<file path="src/rtl/alarm_pkg.sv">
// alarm_pkg: shared state codes and default timing constants for the alarm controller
package alarm_pkg;
  typedef enum logic [2:0] {
    ST_DISARMED = 3'd0,
    ST_EXIT     = 3'd1,
    ST_ARMED    = 3'd2,
    ST_ENTRY    = 3'd3,
    ST_ALARM    = 3'd4
  } state_t;
  localparam int DEF_EXIT_SECS  = 10;
  localparam int DEF_ENTRY_SECS = 8;
  localparam int DEF_ALARM_SECS = 60;
  localparam int SIM_TICK_DIV   = 4;
endpackage

</file>
<file path="src/rtl/alarm_arm_controller_tick_prescaler.sv">
// tick_prescaler: one-cycle tick every TICK_DIV clocks, restartable by clr
// ports: clk, rst_n (async low), clr (restart count at 0), tick (terminal-count pulse)
module tick_prescaler #(
  parameter int TICK_DIV = 50_000_000
) (
  input  logic clk,
  input  logic rst_n,
  input  logic clr,
  output logic tick
);
  localparam int W = $clog2(TICK_DIV);
  if (TICK_DIV < 2) begin : g_bad_cfg
    $error("tick_prescaler: TICK_DIV must be at least 2");
  end
  logic [W-1:0] cnt;
  assign tick = cnt == W'(TICK_DIV - 1);
  always_ff @(posedge clk or negedge rst_n)
    if (!rst_n) cnt <= '0;
    else cnt <= (clr || tick) ? '0 : cnt + 1'b1;
endmodule

</file>
<file path="src/rtl/alarm_arm_controller.sv">
// alarm_arm_controller: arm/disarm FSM with exit, entry and alarm countdowns driving the siren enable
// ports: clk, rst_n (async low), arm_req/disarm_ok (keypad pulses), door/pir (async sensors),
//        aux (siren enable), armed_led, state_o (state code), secs_left (active countdown)
module alarm_arm_controller
  import alarm_pkg::*;
#(
  parameter int TICK_DIV   = 50_000_000,
  parameter int EXIT_SECS  = DEF_EXIT_SECS,
  parameter int ENTRY_SECS = DEF_ENTRY_SECS,
  parameter int ALARM_SECS = DEF_ALARM_SECS,
  parameter int N_PIR      = 2
) (
  input  logic             clk,
  input  logic             rst_n,
  input  logic             arm_req,
  input  logic             disarm_ok,
  input  logic             door,
  input  logic [N_PIR-1:0] pir,
  output logic             aux,
  output logic             armed_led,
  output logic [2:0]       state_o,
  output logic [7:0]       secs_left
);
  if (EXIT_SECS < 1 || EXIT_SECS > 255 || ENTRY_SECS < 1 || ENTRY_SECS > 255 ||
      ALARM_SECS < 1 || ALARM_SECS > 255) begin : g_bad_cfg
    $error("alarm_arm_controller: second counts must be in 1..255");
  end
  state_t           state, nxt;
  logic [N_PIR:0]   sync1, sync2;
  logic [N_PIR-1:0] pir_s;
  logic             door_s, tick, expire;
  logic [7:0]       load;
  for (genvar i = 0; i <= N_PIR; i++) begin : g_sync
    always_ff @(posedge clk or negedge rst_n)
      if (!rst_n) begin
        sync1[i] <= 1'b0;
        sync2[i] <= 1'b0;
      end else begin
        sync1[i] <= i == 0 ? door : pir[i-1];
        sync2[i] <= sync1[i];
      end
  end
  assign {pir_s, door_s} = sync2;
  // prescaler restarts on every transition so the first second of a countdown is full length
  tick_prescaler #(.TICK_DIV(TICK_DIV)) u_tick (
    .clk  (clk),
    .rst_n(rst_n),
    .clr  (nxt != state),
    .tick (tick)
  );
  assign expire  = tick && secs_left == 8'd1;
  assign state_o = state;
  assign load    = nxt == ST_EXIT  ? 8'(EXIT_SECS)  :
                   nxt == ST_ENTRY ? 8'(ENTRY_SECS) :
                   nxt == ST_ALARM ? 8'(ALARM_SECS) : 8'd0;
  // disarm_ok is tested first everywhere it has meaning, so it beats expiry and sensors
  always_comb begin
    nxt = ST_DISARMED;
    case (state)
      ST_DISARMED: nxt = arm_req ? ST_EXIT : ST_DISARMED;
      ST_EXIT:     nxt = disarm_ok ? ST_DISARMED : expire ? ST_ARMED : ST_EXIT;
      ST_ARMED:    nxt = disarm_ok ? ST_DISARMED : |pir_s ? ST_ALARM : door_s ? ST_ENTRY : ST_ARMED;
      ST_ENTRY:    nxt = disarm_ok ? ST_DISARMED : expire ? ST_ALARM : ST_ENTRY;
      ST_ALARM:    nxt = disarm_ok ? ST_DISARMED : expire ? ST_ARMED : ST_ALARM;
      default:     nxt = ST_DISARMED;
    endcase
  end
  always_ff @(posedge clk or negedge rst_n)
    if (!rst_n) begin
      state     <= ST_DISARMED;
      aux       <= 1'b0;
      armed_led <= 1'b0;
      secs_left <= 8'd0;
    end else begin
      state     <= nxt;
      aux       <= nxt == ST_ALARM;
      armed_led <= nxt != ST_DISARMED;
      secs_left <= nxt != state ? load : secs_left - 8'(tick && secs_left != 8'd0);
    end
endmodule

</file>
<file path="config.mk">
export PLATFORM = sky130hd
export DESIGN_NAME = alarm_arm_controller
export DESIGN_NICKNAME = d
export VERILOG_FILES = /design/src/rtl/alarm_pkg.sv /design/src/rtl/alarm_arm_controller_tick_prescaler.sv /design/src/rtl/alarm_arm_controller.sv
export SDC_FILE = /design/constraint.sdc
export NUM_CORES = 1
export LEC_CHECK = 0
export ABC_AREA = 1
export CELL_PAD_IN_SITES_DETAIL_PLACEMENT = 1
export CELL_PAD_IN_SITES_GLOBAL_PLACEMENT = 2
export CORE_MARGIN = 4
export CORE_UTILIZATION = 34
export DETAILED_ROUTE_END_ITERATION = 12
export MAX_ROUTING_LAYER = met4
export PLACE_DENSITY = 0.77
export SLEW_MARGIN = 20
export SYNTH_ARGS = -nofsm -noshare
export SYNTH_HDL_FRONTEND = slang
export SYNTH_HIERARCHICAL = 1
export SYNTH_SLANG_ARGS = --single-unit
</file>
<file path="constraint.sdc">
create_clock -name clk -period 3.2 [get_ports clk]
set_input_delay 0.48 -clock clk [delete_from_list [all_inputs] [get_ports clk]]
set_output_delay 0.48 -clock clk [all_outputs]
set_load 0.05 [all_outputs]
</file>
* Word-level counts from Yosys, hierarchy flattened
Cells that the tools add are included.
Word-level totals: flip-flop bits (word level) 45, latch bits 0, bits in writable memories 0, bits in read-only memories 0, output and inout port bits 13, word-level logic and storage cells 46, memories kept 0
Cells by class: add/sub/neg operators 2, multipliers 0, div/mod/pow operators 0, $lt $le $gt $ge 0, equality and inequality tests 10, shift-type cells 0, mux-type cells 16, bitwise operators 0, reduce and logical (&&, ||, !) cells 7
Operators by type and width (number):
- $add 26x1->26 const B | 1
- $eq 26x26->1 const B | 1
- $mux 26 | 1
- $mux 3 | 6
- $mux 6 | 3
- $pmux 3 s5 | 1
- $eq 3x2->1 const B | 3
- $eq 8x1->1 const B | 1
- $mux 8 | 1
- $reduce_bool 8->1 | 1
- $sub 8x1->8 | 1
- $eq 3x1->1 const B | 2
- $eq 3x3->1 const B | 2
- $mux 2 | 2
- $logic_not 3->1 | 1
- $ne 3x3->1 | 1
- $reduce_bool 3->1 | 1
- $logic_and 1x1->1 | 2
- $mux 1 | 2
- $reduce_or 2->1 | 1
- $logic_or 1x1->1 | 1

* Logic depth before layout (Yosys ltp)
depth after elaboration 10, gate-level depth with buffers 16

* Cells and area by module
Netlist, hierarchy kept.
By module, submodules not included:
- tick_prescaler | instances 1, cells each 228, area an instance 1589.0 um2, seq. area each 650.6 um2
- alarm_arm_controller | instances 1, cells each 109, area an instance 1013.5 um2, seq. area each 475.5 um2

* Least setup slack after synthesis
No wires, ideal clock.
path kind reg-to-reg, start reg u_tick.cnt[0], end reg u_tick.cnt[16], library setup time 0.071 ns, arrival time 2.230 ns, required time 3.129 ns, slack 0.899 ns, cell stages (with the launch flop) 16, period minus slack after synthesis 2.301 ns, path through dfrtp_1 > ha_1 > nand3_1 > nor2_1 > nand2_1 > nor3_1 > nand2_1 > inv_1 > nand3_2 > nand3b_2 > nand4_1 > nand2_2 > nand2_4 > o21bai_4 > buf_6 > nor2_1
On the way: cells in the longest elaborated chain, start to end 8, elaborated cells on any way between the ends 13, those cells by class 1 x add/sub; 2 x eq/ne; 8 x mux; 2 x reduce/logical
Ends and longest elaborated chain:
- from (decl) | line alarm_arm_controller_tick_prescaler.sv:15 | logic [W-1:0] cnt;
- from (signal assigned) | line alarm_arm_controller_tick_prescaler.sv:19 | else cnt <= (clr || tick) ? '0 : cnt + 1'b1;
- $eq 26x26->1 (*) | line alarm_arm_controller_tick_prescaler.sv:16 | assign tick = cnt == W'(TICK_DIV - 1);
- named net tick | line alarm_arm_controller.sv:31 | logic door_s, tick, expire;
- $logic_and 1x1->1 | line alarm_arm_controller.sv:51 | assign expire = tick && secs_left == 8'd1;
- $mux 3, or another cell as far along (2 in a row) | line alarm_arm_controller.sv:63 | ST_ENTRY: nxt = disarm_ok ? ST_DISARMED : expire ? ST_ALARM : ST_ENTRY;
- $pmux 3 s5 | line alarm_arm_controller.sv:59 | case (state)
- $ne 3x3->1 | line alarm_arm_controller.sv:48 | .clr (nxt != state),
- $logic_or 1x1->1 (*) | line alarm_arm_controller_tick_prescaler.sv:19
- $mux 26 (*) | line alarm_arm_controller_tick_prescaler.sv:19
Mark *: on every way through the listed nets, which the timed path passes. The rest lies on a longest branch.

* Worst setup path after layout
start reg u_tick.cnt[0], end reg u_tick.cnt[23]
Same word-level chain as after synthesis.

==> flow_metrics.env <==
export IMPL_die_h_um=95.5
export IMPL_antenna_cells=0
export IMPL_core_um2=7330
export IMPL_fin_crit_ps=2710
export IMPL_report_final_slew_viol_count=0
export IMPL_clk_pin_slew_worst_paths_ps=90
export IMPL_peakVddDrop_mv=0.212
export IMPL_max_freq_ghz=0.369
export IMPL_grt_usage_pct=15.8
export IMPL_crit_path_max_fanout=25
export IMPL_drt_total_wl_mm=6.38
export IMPL_cp_end_kind="register"
export IMPL_cts_tree="done"
export IMPL_placed_cells=453
export IMPL_setup_viol=0
export IMPL_p_leak_nw=1.36
export IMPL_worstReg2RegStart="u_tick/cnt[0]"
export IMPL_placed_area_um2=2890
export IMPL_slew_headroom_pct=54.1
export IMPL_whs_ps=180
export IMPL_worst_endpoint_arrival_ps=2930
export IMPL_grt_overflow_total=0
export IMPL_netSwitchingPower_mw=0.386
export IMPL_syn_avg_cell_area_um2=7.72
export IMPL_seq_area_frac_synth_pct=43.3
export IMPL_sequentialPowerShare_pct=48.6
export IMPL_grt_pass1_vias=2172
export IMPL_clk_latency_ps=300
export IMPL_synth_nets=348
export IMPL_yosys_register_bits=45
export IMPL_fin_tns_setup_ps=0
export IMPL_vias=2148
export IMPL_synthArstFlopShare_pct=100
export IMPL_grt_max_degree=46
export IMPL_initial_core_util_pct=35.5
export IMPL_power_total_mw=1.29
export IMPL_synthTopCellsByArea="dfrtp_1 43%, nand2_1 13%, nor2_1 9.7%, nand3_1 5.4%, inv_1 4.8%"
export IMPL_clockPowerShare_pct=34.1
export IMPL_netlist_area_leader_share_pct=43.3
export IMPL_final_cells=461
export IMPL_clk_path_buf_depth=2
export IMPL_ant_nets=0
export IMPL_synth_edff_count=0
export IMPL_die_area_um2=9120
export IMPL_cp_required_ps=3430
export IMPL_viasPerCell=4.66
export IMPL_cts_setup_buffers=0
export IMPL_fin_ws_ps=493
export IMPL_hold_path_class="primary input to asynchronous set/reset pin"
export IMPL_ys_warn_count=6
export IMPL_syn_to_final_growth_pct=15.5
export IMPL_synth_largest_area_cell="dfrtp_1"
export IMPL_fin_util_pct=41.0
export IMPL_num_rows=31
export IMPL_tightest_slew_ps=686
export IMPL_fin_area_um2=3010
export IMPL_htreeDepth=2
export IMPL_synthFlopType="dfrtp_1"
export IMPL_dp_slack_ps=484
export IMPL_postCtsHoldBufs=0
export IMPL_portBuffers=19
export IMPL_finalHoldViolations=0
export IMPL_synth_most_common_cell="nand2_1"
export IMPL_rsz0062_at_grt="false"
export IMPL_drt_iter0_markers=64
export IMPL_status="finished clean"
export IMPL_die_width_um=95.5
export IMPL_antenna_found_initial=0
export IMPL_drc=0
export IMPL_ios=20
export IMPL_finClkSkew_ps=6.25
export IMPL_critPathKind="register to register"
export IMPL_drive_gt1_share_pct=12.7
export IMPL_synth_cells=337
export IMPL_timing_final_crit_share_pct=84.6
export IMPL_ys_types=27
export IMPL_clock_sinks=45
export IMPL_fin_nets=372
export IMPL_synthTopCellsByCount="87 x nand2_1, 67 x nor2_1, 45 x dfrtp_1, 33 x inv_1, 28 x nand3_1"
export IMPL_drt_pass1_iter_count=4
export IMPL_cts_buffers=5
export IMPL_root_buffer="clkbuf_8"
export IMPL_grt_pass1_wl_mm=10.8
export IMPL_combinationalPowerShare_pct=17.3
export IMPL_cap_viol_max_count=0
export IMPL_post_drt_wl_per_cell_um=13.8
export IMPL_gp_congestion=0.765
export IMPL_synthesis_area_um2=2600
export IMPL_cts_resized=0
export IMPL_hpwl_mm=4.89
export IMPL_crit_path_start_kind="register"
export IMPL_intPower_mw=0.904
export IMPL_startpoint="u_tick/cnt[0]"
export IMPL_p_per_area_nw_per_um2=429
export IMPL_swShare_pct=30.0
-- final timing paths --
kind,to,slack (ps),cells after the start
max,u_tick/cnt[23],490,14
min,sync1[2],180,1
max reg2reg,u_tick/cnt[23],490,14
min reg2reg,pir_s[0],350,0
max in group asynchronous,u_tick/cnt[25],2620,1
min in group clk,pir_s[0],350,0
-- kinds of logic after synthesis --
kind of cell | share of synthesized area (%)
adder cells (fa/ha/maj) | 1.92
AND/OR/NAND/NOR | 39.5
flip-flops | 43.3
XOR/XNOR | 6.73
buffers and inverters | 6.49
AO/OA/AOI/OAI | 2.07
-- cell type report --
cell class,instances,area (um^2)
fill,894,4320
clock buffer,5,68.8
multi-input combinational,251,1310
inverter,39,146
tap,99,124
sequential,45,1130
clock inverter,3,46.3
timing repair buffer,19,188
-- worst max-delay path: stages (launching register included) --
cell	delay [ps]
dfrtp_1	450
ha_1	180
nand3_1	120
nor2_1	160
nand2_1	90
nor3_1	240
nand2_1	70
inv_1	140
nand3_2	120
nand3b_2	150
nand4_1	120
nand2_2	150
nand2_4	100
o21bai_4	350
nor2_1	190
-- layout by cell type, fill, tap and decap left out --
master and count:
xor2_1 14, clkdlybuf4s50_1 18, nor2_2 9, a21boi_0 1, xnor2_1 6, nand2_1 87, nor2_4 4, dfrtp_1 45
nand4_1 6, nand3_1 28, o21ai_0 2, nor3_2 1, o21ai_2 1, or2_1 1, a21oi_2 1, nand3_2 6
buf_4 1, clkinv_4 1, nor3_1 3, nand2_4 1, bufinv_16 1, inv_1 33, nand3b_1 1, nand4_2 2
clkbuf_8 5, inv_2 6, nand2_2 4, nand3b_2 1, nor2_1 67, ha_1 4, clkinvlp_4 1, o21bai_4 1
-- per-layer routing --
layer	GRT usage (%)	vias to the layer above	share of wire, %
met5	-	-	0
met4	3.20	0	0.69
met3	2.60	4	2.7
met2	24.1	24	45
met1	22.1	1023	52
li1	-	1097	-
-- power groups by stage --
| stage | Sequential [mW] | Combinational [mW] | Clock [mW] |
|---|---|---|---|
| after detailed placement | 0.638 | 0.224 | 0 |
| after floorplan | 0.669 | 0.123 | 0 |
| final | 0.627 | 0.223 | 0.440 |
| after global routing | 0.631 | 0.246 | 0.485 |
| after global placement | 0.636 | 0.223 | 0 |
| after CTS | 0.628 | 0.228 | 0.461 |
-- registers in the layout, indices dropped and copies added (netlist names) --
name	cells
door_s	1
u_tick/cnt	26
secs_left	8
aux	1
state_o	3
sync1	3
armed_led	1
pir_s	2
(Power assumes the default switching activity.)
